[config.mk]
export PLATFORM = sky130hd
export DESIGN_NAME = voice_allocator
export DESIGN_NICKNAME = d
export VERILOG_FILES = /design/src/rtl/voice_allocator.sv
export SDC_FILE = /design/constraint.sdc
export NUM_CORES = 1
export LEC_CHECK = 0
export CAP_MARGIN = 5
export CORE_UTILIZATION = 41
export CTS_CLUSTER_DIAMETER = 80
export DETAILED_ROUTE_END_ITERATION = 16
export PLACE_DENSITY = 0.85
export SETUP_SLACK_MARGIN = 0.2
export SLEW_MARGIN = 20
export SYNTH_ARGS = -nofsm -noshare
export SYNTH_HDL_FRONTEND = slang
export SYNTH_SLANG_ARGS = --single-unit
[constraint.sdc]
create_clock -name clk_i -period 2.15 [get_ports clk_i]
set_clock_uncertainty 0.05 [all_clocks]
set_input_delay 0.43 -clock clk_i [delete_from_list [all_inputs] [get_ports clk_i]]
set_output_delay 0.43 -clock clk_i [all_outputs]
set_load 0.005 [all_outputs]
[src/rtl/voice_allocator.sv]
// rtl/voice_allocator.sv - round-robin note-to-voice allocator with valid/ready intake
// Optional VOICE_STEAL_EN: when no voice is free, re-grant the oldest sounding voice.
module voice_allocator #(
  parameter int NUM_VOICES = 3,
  parameter int NOTE_W     = 6,
  parameter int DUR_W      = 6
) (
  input  logic                  clk_i,
  input  logic                  reset_i,
  input  logic                  play_i,
  input  logic                  flush_i,
  input  logic                  note_valid_i,
  input  logic [NOTE_W-1:0]     note_in_i,
  input  logic [DUR_W-1:0]      dur_in_i,
  output logic                  note_ready_o,
  input  logic [NUM_VOICES-1:0] voice_done_i,
  output logic [NUM_VOICES-1:0] load_voice_o,
  output logic [NOTE_W-1:0]     voice_note_o,
  output logic [DUR_W-1:0]      voice_dur_o,
  output logic [NUM_VOICES-1:0] active_o
);
  localparam int PTR_W = (NUM_VOICES > 1) ? $clog2(NUM_VOICES) : 1;

  logic [NUM_VOICES-1:0] active_q, active_d;
  logic [PTR_W-1:0]      rr_ptr_q, rr_ptr_d;
  logic [NUM_VOICES-1:0] load_voice_q, load_voice_d;
  logic [NOTE_W-1:0]     voice_note_q, voice_note_d;
  logic [DUR_W-1:0]      voice_dur_q, voice_dur_d;

  logic [NUM_VOICES-1:0] free;
  logic                  any_free;
  logic                  accept;
  logic                  rr_found;
  logic [PTR_W-1:0]      rr_target;
  logic [PTR_W-1:0]      target;
  logic [PTR_W:0]        probe;

  assign free     = ~active_q;
  assign any_free = |free;

  // Scan upward from rr_ptr, wrapping at NUM_VOICES-1, for the first free voice.
  always_comb begin
    rr_found  = 1'b0;
    rr_target = '0;
    probe     = '0;
    for (int i = 0; i < NUM_VOICES; i++) begin
      probe = {1'b0, rr_ptr_q} + (PTR_W+1)'(i);
      if (probe >= (PTR_W+1)'(NUM_VOICES)) begin
        probe = probe - (PTR_W+1)'(NUM_VOICES);
      end
      if (!rr_found && free[probe[PTR_W-1:0]]) begin
        rr_found  = 1'b1;
        rr_target = probe[PTR_W-1:0];
      end
    end
  end

`ifdef VOICE_STEAL_EN
  logic [DUR_W-1:0] age_q [NUM_VOICES];
  logic [DUR_W-1:0] age_d [NUM_VOICES];
  logic [DUR_W-1:0] oldest_age;
  logic [PTR_W-1:0] oldest;

  // Strict compare keeps the lowest index on ties.
  always_comb begin
    oldest     = '0;
    oldest_age = age_q[0];
    for (int i = 1; i < NUM_VOICES; i++) begin
      if (age_q[i] > oldest_age) begin
        oldest     = PTR_W'(i);
        oldest_age = age_q[i];
      end
    end
  end

  assign note_ready_o = play_i & ~flush_i & ~reset_i;
  assign target       = any_free ? rr_target : oldest;

  always_comb begin
    for (int i = 0; i < NUM_VOICES; i++) begin
      age_d[i] = age_q[i];
      if (play_i && active_q[i] && (age_q[i] != '1)) begin
        age_d[i] = age_q[i] + 1'b1;
      end
      if (accept && (target == PTR_W'(i))) begin
        age_d[i] = '0;
      end
      if (flush_i) begin
        age_d[i] = '0;
      end
    end
  end

  always_ff @(posedge clk_i) begin
    if (reset_i) begin
      for (int i = 0; i < NUM_VOICES; i++) begin
        age_q[i] <= '0;
      end
    end else begin
      for (int i = 0; i < NUM_VOICES; i++) begin
        age_q[i] <= age_d[i];
      end
    end
  end
`else
  assign note_ready_o = play_i & ~flush_i & ~reset_i & any_free;
  assign target       = rr_target;
`endif

  assign accept = note_valid_i & note_ready_o;

  // A steal forces the target bit back on, so a same-cycle done on it is ignored.
  always_comb begin
    active_d     = active_q & ~voice_done_i;
    rr_ptr_d     = rr_ptr_q;
    load_voice_d = '0;
    voice_note_d = voice_note_q;
    voice_dur_d  = voice_dur_q;
    if (accept) begin
      active_d[target]     = 1'b1;
      load_voice_d[target] = 1'b1;
      voice_note_d         = note_in_i;
      voice_dur_d          = dur_in_i;
      if (any_free) begin
        rr_ptr_d = (target == PTR_W'(NUM_VOICES-1)) ? '0 : target + 1'b1;
      end
    end
    if (flush_i) begin
      active_d     = '0;
      rr_ptr_d     = '0;
      load_voice_d = '0;
    end
  end

  always_ff @(posedge clk_i) begin
    if (reset_i) begin
      active_q     <= '0;
      rr_ptr_q     <= '0;
      load_voice_q <= '0;
      voice_note_q <= '0;
      voice_dur_q  <= '0;
    end else begin
      active_q     <= active_d;
      rr_ptr_q     <= rr_ptr_d;
      load_voice_q <= load_voice_d;
      voice_note_q <= voice_note_d;
      voice_dur_q  <= voice_dur_d;
    end
  end

  assign load_voice_o = load_voice_q;
  assign voice_note_o = voice_note_q;
  assign voice_dur_o  = voice_dur_q;
  assign active_o     = active_q;

endmodule

==> results.txt, run 1 <==
For this run, the number of Yosys warnings is 0. The fraction of layout instances using a drive strength above 1 is 0.1689, and the reported max-cap violation count is 0. At the placement stage, the worst setup path has a slack of -0.04129 ns.

The clock passes through at most 2 buffers. The count of endpoints failing hold in the final timing report is 0, and the share of the clock period used by the worst path after layout is 0.8776. The sequential share of the synthesized area is 0.4463. A synthesized cell averages 8.626 sq um.

Clock-pin slew was measured on the worst setup and hold paths at 0.10 ns. Number of levels the H-tree was split into: 1. The kind of capture point of the worst setup path is a flip-flop.

In this design, the stage delay of the slowest critical-path cell is 0.39 ns. The transition time at the pin with the least slew margin is 0.3206 ns. The library cell used most frequently in the layout, excluding fill and tap cells, is clkdlybuf4s50_1. TritonCTS created 3 clock buffers. The cell area power density works out to 460.0 nW/um^2.

The power after layout came out at 0.6544 mW. The category of cells accounting for the largest share of critical-path delay is compound AO/OA/AOI/OAI gates. In this run the remaining antenna-violating nets after routing total 0. The fraction of power spent switching nets is 0.2261.

Dividing the detail-routed wire length by the instance count gives 12.61 um. TritonCTS built the clock tree. The DRC violation count after routing is 0.

The tools report the effective utilization at floorplan as 0.4481. The run gives 896 as the vias after detailed routing. Setup repair after global routing left no endpoint under its margin.

The area growth from synthesis to layout is 58.58%. The run gives 0 as the number of antenna cells inserted. Port buffering added 38 buffers.

Timing would allow up to 530.0 MHz. Total number of nets in the final design: 174. The leakage power of the design is 0.5237 nW, and the global route total overflow is 0. The cell with the biggest individual delay on the critical path is dfxtp_4. Across all setup checks in the final design, the least slack found is 0.2631 ns. In this run the core area contains 16 standard-cell rows.

The tools report the fraction of power consumed by combinational cells as 0.159. In this run the power spent charging and discharging nets is 0.1479 mW. The total wire length after detailed routing is 2206 um.

STA puts the critical path data arrival time at 2.03 ns. The run gives 0.584 as the share of power burned in registers. The run finished with clean final reports. After synthesis, the netlist uses 26 different library cells. For the final routed database, the setup TNS stands at 0 ns. The final hold slack was 0.4119 ns; the chip width was 48.78 um. In the synthesized netlist, the number of instances is 104. Internal power comes to 0.5064 mW. The run gives 921 as the number of global-route vias before repair. The required time at the worst-slack endpoint came out at 2.29 ns. In the layout the commonest cells are clkdlybuf4s50_1 (36), nand2_1 (26), dfxtp_1 (18).

Critical setup path kind: reg -> reg. The core box area was 2002 sq um; the relative contribution of the clock network to total power was 0.258. Synthesis inferred 20 register bits.

The tree is rooted in a clkbuf_4. The shortest period the worst path allows works out to 1.887 ns. The logs give 0.0003944 V for the maximum vdd ir drop and 7 for the number of DRC markers in iteration 0. The number of antenna violations at the first check in global routing came out at 0. The total half-perimeter wirelength after legalization and detailed placement was 1665 um; the relative slew slack was 0.7860.

Global router's overall resource usage: 0.1985. The tools report the final setup violation count as 0. Entering global routing, the biggest net connects 13 pins.

The logs give 897.1 sq um for the netlist area before placement and 20 for the total clock sinks. Measured along the y axis, the die boundary spans 48.78 um. For the worst-skew pair, the clock arrives at the later sink with an insertion delay of 0.29 ns. STA classifies the critical path startpoint as a flip-flop. Combined buffer and inverter count along the critical path: 1. The first detailed-routing pass took 4 iterations. The die covers 2379 sq um.

Synthesis produced a netlist with a net count of 128. Of all nets on the critical path, the largest fanout is 4. The global-route wire length before repair is 3712 um, and the I/O pin total is 39. The tools report the max-slew violation total from the final report as 0. At the end of routability-driven placement, the weighted congestion stood at 0.8584. Dividing the detail-routed via count by the number of cells gives 5.120. Walking the worst path, the cells encountered are inv_2 > ha_4 > mux2_4 > o21a_1 > a22o_1 > and3_4 > a31o_1.

The tightest min-delay check is of the reg -> reg type.
[metrics by stage]
step | std cells | instance area (sq um) | utilization
6_report | 175 | 1423 | 0.7106
5_1_grt | 175 | 1423 | 0.7106
4_1_cts | 175 | 1380 | 0.6894
3_5_place_dp | 171 | 1336 | 0.6675
3_3_place_gp | 171 | 1336 | 0.6675
2_1_floorplan | 104 | 897.1 | -
[routing by layer]
layer,part of all wire,vias up,global-route usage
li1,-,447,-
met1,0.42,416,0.2207
met2,0.52,31,0.3681
met3,0.049,2,0.04050
met4,0.0041,0,0.07353
met5,0,-,0
[logic make-up after synthesis]
logic type	synth area share
and+or+nand+nor	0.1911
AOI/OAI and AO/OA	0.2162
DFF	0.4463
buffers and inverters	0.04324
muxes	0.04742
adders and majority gates	0.05579
[state kept, by name, summed over array words and instances, names as in the netlist]
signal,flops
voice_dur_o,6
voice_note_o,6
active_o,3
load_voice_o,3
rr_ptr_q,2
[power groups by stage]
stage               Clock, mW  Combinational (mW)  Sequential, mW
finish                  0.169               0.104           0.382
global route            0.187               0.112           0.383
CTS                     0.178              0.0992           0.383
detailed placement          0              0.0965           0.392
global placement            0              0.0939           0.391
floorplan                   0              0.0345           0.391
[cell type report]
class                   instances  area [sq um]
multi-input cells              74         509.2
flip-flops and latches         20         407.9
well taps                      27         33.78
inverters                       7         26.28
repair buffers                 44         422.9
clock buffers                   3         22.52
fillers                       170         579.3
[worst reg2reg max path, delay by kind of cell, from the launching register on]
family                     cells  cell delay [ns]
AOI/OAI and AO/OA              3             0.64
DFF                            1             0.39
and+or+nand+nor                1             0.19
buffers and inverters          1             0.06
adders and majority gates      1             0.17
muxes                          1             0.30
[what timing repair did]
action                     CTS  global route
pin swaps                    1             3
resized for setup            7            13
gates cloned                 0             0
setup buffers                1             0
hold buffers                 0             0
setup endpoints to repair    5             6
[cell usage after synthesis]
master | n | area [sq um]
nand2_1 | 26 | 97.59
dfxtp_1 | 20 | 400.4
a21oi_1 | 13 | 65.06
inv_1 | 7 | 26.28
a31o_1 | 5 | 43.79
ha_1 | 4 | 50.05
nor2_1 | 3 | 11.26
and2_1 | 2 | 12.51
and3_1 | 2 | 12.51
clkbuf_1 | 2 | 7.510
mux2i_1 | 2 | 20.02
nor2b_1 | 2 | 12.51
o22ai_1 | 2 | 12.51
o31ai_1 | 2 | 15.01
a211oi_2 | 1 | 12.51
a22o_1 | 1 | 8.760
a22oi_1 | 1 | 7.510
a32oi_2 | 1 | 16.27
buf_2 | 1 | 5.000
mux2_1 | 1 | 11.26
mux2_2 | 1 | 11.26
nand3_1 | 1 | 5.000
nand4bb_1 | 1 | 11.26
o21a_1 | 1 | 7.510
o21ai_0 | 1 | 5.000
or3b_1 | 1 | 8.760
[final timing paths]
| check | slack [ns] | endpoint | startpoint | depth (start not counted) |
|---|---|---|---|---|
| worst max-delay path | 0.26 | active_o[1] | rr_ptr_q[1] | 7 |
| worst min-delay path | 0.41 | voice_note_o[4] | voice_note_o[4] | 2 |
| worst max register to register | 0.26 | active_o[1] | rr_ptr_q[1] | 7 |
| worst min register to register | 0.41 | voice_note_o[4] | voice_note_o[4] | 2 |
Note: power is estimated with default switching activity, not from simulation.
==> run 2: changes to the inputs <==
SLEW_MARGIN = 0   (was 20)
==> results of run 2 <==
No change in the layout: final DEF, timing and power equal those of run 1.
==> run 3: changes to the inputs <==
SETUP_SLACK_MARGIN = 0.02   (was 0.2)
==> run 3 against run 2 <==
Register-to-register slack lost 0.12 ns. Die area unchanged. First-iteration DRC count up 100%. Utilization is 2.0 points lower. Worst setup slack worse by 0.12 ns. Count of clock-buffer cells in the layout stayed put. Hold slack hardly changed. Critical path depth stayed put. Cell count increased by 0.57%. Sequential power about the same.
==> results.txt, run 3 (same netlist as run 1, synthesis figures left out) <==
The most common cell after layout, fill and taps aside was clkdlybuf4s50_1. Leaving out filler cells and counting taps, the final layout contains 176. For the worst-case clock buffer depth, the log shows 2.

The logs give 1665 um for the total half-perimeter wirelength after legalization and detailed placement and 0.8584 for the final estimated routing congestion in global placement. For this run, design rule violations remaining after detail routing come to 0. Area growth from synthesis to layout: 54.11%. The detailed router finished its first iteration with 14 violations. The logs give 171 for the post-placement cell count and 2160 um for the total wire length after detailed routing. The share of the clock period used by the worst path after layout came out at 0.9350. In the final layout, flip-flops and latches occupy 400.4 sq um. The run gives 0 ns as the accumulated negative setup slack. The fraction of layout instances using a drive strength above 1 is 0.1007. The relative slew slack was 0.7893; the detailed-router iteration count before antenna repair was 5.

The cell area power density came out at 471.6 nW/um^2. The overall die area was 2379 sq um; the number of nets with antenna violations after detailed routing was 0. The signal on the critical path passes through inv_1 > ha_1 > mux2_1 > o21a_1 > a22o_1 > and3_1 > a31o_1. Setup violations remaining at the end of the flow were counted as 0. The number of vias per cell was 5.142.

Counting the buffers created by CTS gives 3. Worst hold-check path type: reg -> reg. The critical setup path kind is reg -> reg.

0 antenna diodes ended up in the layout. Clock-pin slew was measured on the worst setup and hold paths at 0.10 ns. The number of levels the H-tree was split into came out at 1. In the final routed layout, each cell accounts on average for 12.27 um. The count of filler cells inserted in the layout was 174. The logs give 0.6520 mW for the power after layout and 0 for the cts-stage hold buffer count.

The end-of-flow core utilization came out at 0.6906. For this design, the sink count on the clock tree is 20. Setup repair after global routing left no endpoint under its margin. For this design, the slowest cell found on the critical path is dfxtp_1.

STA classifies the critical path startpoint as a flip-flop. From bottom edge to top edge, the die measures 48.78 um. The run gives 175 as the total number of nets in the final design.

The logs give 0.0003943 V for the maximum vdd ir drop and 0.4481 for the effective utilization at floorplan. Master cell of the clock root buffer: clkbuf_4. The insertion delay to the later sink of the worst-skew pair came out at 0.29 ns. Along the worst path, the maximum fanout reaches 4. Data on the critical path is required at its endpoint by 2.29 ns. The tools report the global router's overall resource usage as 0.1979. Derived from the worst setup path, the maximum achievable clock frequency is 497.5 MHz. At the worst endpoint, the arrival time is 2.15 ns. For this design the static power due to leakage is 0.5343 nW.

In the final layout, the multi-input gates occupy 465.4 sq um. In this run the count of I/O pins placed on the die edge is 39. The site row count came out at 16. The number of buffers inserted by port buffering is 38.

In this design, the stage delay of the slowest critical-path cell is 0.39 ns. The flow ran to the end, and the final reports show no timing, DRC or antenna violations. In the layout the commonest cells are clkdlybuf4s50_1 (36), nand2_1 (26), dfxtp_1 (20). The global-route wire length before repair was 3698 um; the number of antenna violations at the first check in global routing was 0. TritonCTS built the clock tree.

The chip width is 48.78 um, and the pin count of the biggest net entering global routing is 13. At the pin with the least slew margin, the transition time is 0.3127 ns. The count of endpoints failing hold in the final timing report is 0. The max-slew violation total from the final report came out at 0. The number of global-route vias before repair was 917; the reported max-cap violation count was 0.

The global route total overflow is 0, and the shortest period the worst path allows is 2.010 ns. The core box area came out at 2002 sq um. STA classifies the critical path endpoint as a flip-flop. Vias after detailed routing: 905.
run 3: path summary, 6_finish.rpt:
path | from | end | slack, ns | cells past startpoint
setup / recovery | rr_ptr_q[1] | active_o[1] | 0.14 | 7
hold / removal | voice_note_o[4] | voice_note_o[4] | 0.41 | 2
setup reg to reg | rr_ptr_q[1] | active_o[1] | 0.14 | 7
hold reg to reg | voice_note_o[4] | voice_note_o[4] | 0.41 | 2
run 3: repair_timing:
| action | 4_1_cts | 5_1_grt |
|---|---|---|
| gates resized for setup | 3 | 1 |
| gates cloned | 0 | 0 |
| buffers inserted | 1 | 1 |
| pin swaps | 1 | 1 |
| setup endpoints to repair | 1 | 1 |
run 3: power by group:
group          leakage (nW)  switching, mW  internal, mW
combinational         0.359         0.0371        0.0631
clock                0.0138          0.104        0.0652
sequential            0.162        0.00544         0.378
total                 0.534          0.146         0.506
run 3: through the flow:
stage          worst slack (ns)  instance area [sq um]  hold slack (ns)
6_report                 0.1398                   1383           0.4121
5_1_grt                 0.02660                   1383           0.4430
3_3_place_gp           -0.02206                   1336           0.3918
3_5_place_dp           -0.04129                   1336           0.3992
2_1_floorplan            0.3167                  897.1           0.3967
4_1_cts                 0.02236                   1373           0.4148
run 3: layer usage:
metal | vias up | global-route usage | share of wire
li1 | 448 | - | -
met1 | 417 | 0.2188 | 0.41
met2 | 38 | 0.3681 | 0.52
met3 | 2 | 0.04050 | 0.063
met4 | 0 | 0.07353 | 0.0042
met5 | - | 0 | 0
run 3: final cells by class:
cell class,instances,share of cell area
tap,27,0.02443
multi-input combinational,74,0.3367
sequential,20,0.2896
timing repair buffer,45,0.3140
clock buffer,3,0.01629
inverter,7,0.01900
run 3: worst max-delay path: cells and delay by family, from the launching register on:
family                   cells  cell delay [ns]
multiplexers                 1             0.34
buffers and inverters        1             0.08
adder cells (fa/ha/maj)      1             0.23
AND/OR/NAND/NOR              1             0.20
AO/OA/AOI/OAI                3             0.62
flip-flops                   1             0.39
==> edit 1, RTL diff (config.mk and constraints of run 1) <==
Add a define of `VOICE_STEAL_EN`.
--- a/src/rtl/voice_allocator.sv
+++ b/src/rtl/voice_allocator.sv
@@ -1,5 +1,7 @@
 // rtl/voice_allocator.sv - round-robin note-to-voice allocator with valid/ready intake
 // Optional VOICE_STEAL_EN: when no voice is free, re-grant the oldest sounding voice.
+`define VOICE_STEAL_EN
+
 module voice_allocator #(
   parameter int NUM_VOICES = 3,
   parameter int NOTE_W     = 6,
Behaviour: not the same (Yosys sat finds a counterexample within 4 cycles, from zero or initial values and one cycle with reset_i high).
==> edit 1 against run 1 <==
The run now ends with negative setup slack left; routed wire length grew to 3.1 times the old value; total power grew 110%; count of clock-buffer cells in the layout increased by 4; sequential share of layout area shrank 5.1 points; cell count up 130%; synthesized area up 140%; setup slack lost 1.2 ns; global-route usage up 2.0 points; cell area up 130%; sequential cell count rose by 18; synthesized cell count rose by 150%; core utilization is 7.1 points lower.
==> edit 1: results (changes against run 1) <==
{| class="wikitable"
! Metric !! Value
|-
| Worst slack on hold paths || 0.4049 ns (was 0.4119 ns)
|-
| Maximum ir drop on the vdd rail || 0.2558 mV (was 0.3944 mV)
|-
| Portion of netlist area occupied by mux cells || 0.02397 (was 0.04742)
|-
| Share of total power in the clock network || 0.379 (was 0.258)
|-
| Vias per inst || 5.473 (was 5.120)
|-
| Arithmetic-cell share of the synthesized area counting full adders, half adders and majority gates || 0.1084 (was 0.05579)
|-
| Post-synthesis net count || 296 (was 128)
|-
| Placed cell count || 393 (was 171)
|-
| Top cells by area in the synthesized netlist || sky130_fd_sc_hd__dfxtp_1 (35%), sky130_fd_sc_hd__ha_1 (11%), sky130_fd_sc_hd__a21oi_1 (6.6%) (was sky130_fd_sc_hd__dfxtp_1 (45%), sky130_fd_sc_hd__nand2_1 (11%), sky130_fd_sc_hd__a21oi_1 (7.3%))
|-
| Final-report setup violation count || 25 (was 0)
|-
| Sequential area share after synthesis || 0.3470 (was 0.4463)
|-
| Multi-input gate share of total cell area || 0.4739 (was 0.3580)
|-
| Status || finished with violations (was finished, final reports clean)
|-
| Worst Path Max Fanout || 7 (was 4)
|-
| Unique cell type count in the Yosys netlist || 48 (was 26)
|-
| CTS Buf Count || 5 (was 3)
|-
| Origin of the critical flop-to-flop path || age_q[0][3] (was rr_ptr_q[1])
|-
| First-iteration detailed-routing DRC count || 114 (was 7)
|-
| Maximum number of pins on one net before global-route repair || 16 (was 13)
|-
| Footprint of the flip-flops and latches || 775.7 µm² (was 407.9 µm²)
|-
| Worst path setup slack after routing || -0.9104 ns (was 0.2631 ns)
|-
| Violations in the final reports || negative setup slack
|-
| Worst reg-to-reg path cell count || 13 (was 7)
|-
| Combinational power || 0.128 mW (was 0.104 mW)
|-
| Final-layout setup total negative slack || -20.42 ns (was 0 ns)
|-
| Wire length of the first global-routing pass || 9363 µm (was 3712 µm)
|-
| List of most frequent post-synthesis cells || sky130_fd_sc_hd__dfxtp_1 (38), sky130_fd_sc_hd__nand2_1 (36), sky130_fd_sc_hd__a21oi_1 (29) (was sky130_fd_sc_hd__nand2_1 (26), sky130_fd_sc_hd__dfxtp_1 (20), sky130_fd_sc_hd__a21oi_1 (13))
|-
| Leakage power || 1.267 nW (was 0.5237 nW)
|-
| Flip-flop and latch count || 38 (was 20)
|-
| Max_slew headroom || 0.6856 (was 0.7860)
|}
-- edit 1: per-layer routing --
metal  up-vias  share of wire  global-route usage
met5         -              0                   0
met4         0          0.035              0.1111
met3        26          0.042             0.04552
met2        83           0.49              0.3724
met1      1057           0.43              0.2594
li1       1056              -                   -
-- edit 1: worst max-delay path by stage --
stage | start | to | slack (ns) | cells after the start
finish | age_q[0][3] | age_q[0][10] | -0.91 | 13
detailed placement | age_q[0][2] | active_o[0] | -0.95 | 14
global placement | age_q[0][4] | active_o[0] | -0.82 | 13
CTS | age_q[0][3] | active_o[0] | -0.82 | 15
floorplan | age_q[0][2] | active_o[0] | -0.72 | 16
global route | age_q[0][3] | active_o[0] | -0.97 | 15
-- edit 1: repair_timing --
action / CTS / global route
gates resized for setup: 11 / 32
buffers inserted: 3 / 1
cloned: 1 / 0
endpoints found under the hold margin: 0 / 0
endpoints found under the setup margin: 27 / 28
pin swaps: 14 / 8
==> edit 2, RTL diff (config.mk and constraints of run 1) <==
Without the edit above. `NOTE_W`: 6 -> 4.
--- a/src/rtl/voice_allocator.sv
+++ b/src/rtl/voice_allocator.sv
@@ -2,7 +2,7 @@
 // Optional VOICE_STEAL_EN: when no voice is free, re-grant the oldest sounding voice.
 module voice_allocator #(
   parameter int NUM_VOICES = 3,
-  parameter int NOTE_W     = 6,
+  parameter int NOTE_W     = 4,
   parameter int DUR_W      = 6
 ) (
   input  logic                  clk_i,
Ports: changed (resized note_in_i and voice_note_o); port bits go from 39 to 35. The function was not compared with the original's and may differ.
==> edit 2 against run 1 <==
Hold slack improved by 0.0043 ns; via count decreased by 12%; cell area decreased by 12%; total power decreased by 3.8%; setup slack improved by 0.065 ns; global-route usage increased by 0.080 points; synthesized cell count decreased by 13%; sequential cell count decreased by 2; routed wire length decreased by 16%; synthesized area decreased by 12%; non-clock buffer count decreased by 6; critical endpoint is now rr_ptr_q[0]; largest cell class unchanged.
==> edit 2: results (changes against run 1) <==
{| class="wikitable"
! Metric !! Value
|-
| Post-synthesis net count || 112 (was 128)
|-
| Portion of netlist area occupied by mux cells || 0.03165 (was 0.04742)
|-
| First-iteration detailed-routing DRC count || 14 (was 7)
|-
| Detail Placement HPWL || 1402 µm (was 1665 µm)
|-
| Maximum number of pins on one net before global-route repair || 16 (was 13)
|-
| Leakage power || 0.4457 nW (was 0.5237 nW)
|-
| Maximum ir drop on the vdd rail || 0.4498 mV (was 0.3944 mV)
|-
| Post-synthesis cell count || 90 (was 104)
|-
| Final weighted congestion in routability-driven placement || 0.7618 (was 0.8584)
|-
| Unique cell type count in the Yosys netlist || 28 (was 26)
|-
| Number of port buffers || 34 (was 38)
|-
| List of most frequent post-synthesis cells || sky130_fd_sc_hd__nand2_1 (20), sky130_fd_sc_hd__dfxtp_1 (18), sky130_fd_sc_hd__a21oi_1 (12) (was sky130_fd_sc_hd__nand2_1 (26), sky130_fd_sc_hd__dfxtp_1 (20), sky130_fd_sc_hd__a21oi_1 (13))
|-
| Synth Area in Compound Gates || 0.1883 (was 0.2162)
|-
| Arr. time, crit path || 1.99 ns (was 2.03 ns)
|-
| Sequential area share after synthesis || 0.4557 (was 0.4463)
|-
| Slowest stage cell on the critical path || sky130_fd_sc_hd__dfxtp_1 (was sky130_fd_sc_hd__dfxtp_4)
|-
| Wire length per cell || 12.10 µm (was 12.61 µm)
|-
| Total global-route track usage || 0.1993 (was 0.1985)
|-
| Arithmetic-cell share of the synthesized area counting full adders, half adders and majority gates || 0.06329 (was 0.05579)
|-
| Core utilization of the finished layout || 0.7071 (was 0.7106)
|-
| Proportion of layout cells with a drive suffix above 1 || 0.1550 (was 0.1689)
|-
| Status || finished, final reports clean (unchanged)
|-
| Wire length of the first global-routing pass || 3022 µm (was 3712 µm)
|-
| Internal Dissipation || 0.4919 mW (was 0.5064 mW)
|-
| Max_slew headroom || 0.7706 (was 0.7860)
|}
## edit 2: cell count changes after synthesis, moves of 2 or more
| cell | change |
|---|---|
| sky130_fd_sc_hd__a31o_1 | -5 |
| sky130_fd_sc_hd__nand3b_1 | +2 |
| sky130_fd_sc_hd__nand2_1 | -6 |
| sky130_fd_sc_hd__dfxtp_1 | -2 |
| sky130_fd_sc_hd__nor3_1 | +3 |
| sky130_fd_sc_hd__inv_1 | -2 |
| sky130_fd_sc_hd__and2_1 | -2 |
| sky130_fd_sc_hd__o22ai_1 | -2 |
## edit 2: worst paths after layout
kind                    endpoint  cells after the start            from
hold / removal    voice_dur_o[1]                      2  voice_dur_o[1]
hold reg to reg   voice_dur_o[1]                      2  voice_dur_o[1]
setup reg to reg     rr_ptr_q[0]                      7     rr_ptr_q[1]
setup / recovery     rr_ptr_q[0]                      7     rr_ptr_q[1]
## edit 2: layer usage
metal	wire length, µm	part of all wire	vias up	track usage
met5	0	0	-	0
met4	34	0.018	0	0.1059
met3	104	0.056	5	0.03571
met2	940	0.50	28	0.3408
met1	784	0.42	362	0.2330
li1	-	-	393	-
## edit 2: timing repair
action	CTS	global route
pin swaps	0	1
gates resized for setup	8	8
setup endpoints to repair	3	6
setup buffers	0	1
## edit 2: final cells by class
cell class,count,area share
Multi-Input combinational cell,64,0.3370
Sequential cell,18,0.2979
Timing Repair Buffer,38,0.2959
Clock buffer,4,0.02909
Tap cell,25,0.02508
Inverter,5,0.01505
## edit 2: power groups by stage
stage	Sequential (mW)	Clock (mW)	Combinational, mW
after floorplan	0.352	0	0.0287
after global placement	0.351	0	0.0805
after detailed placement	0.352	0	0.0826
after CTS	0.343	0.202	0.0814
after global routing	0.342	0.217	0.0922
final	0.341	0.204	0.0852
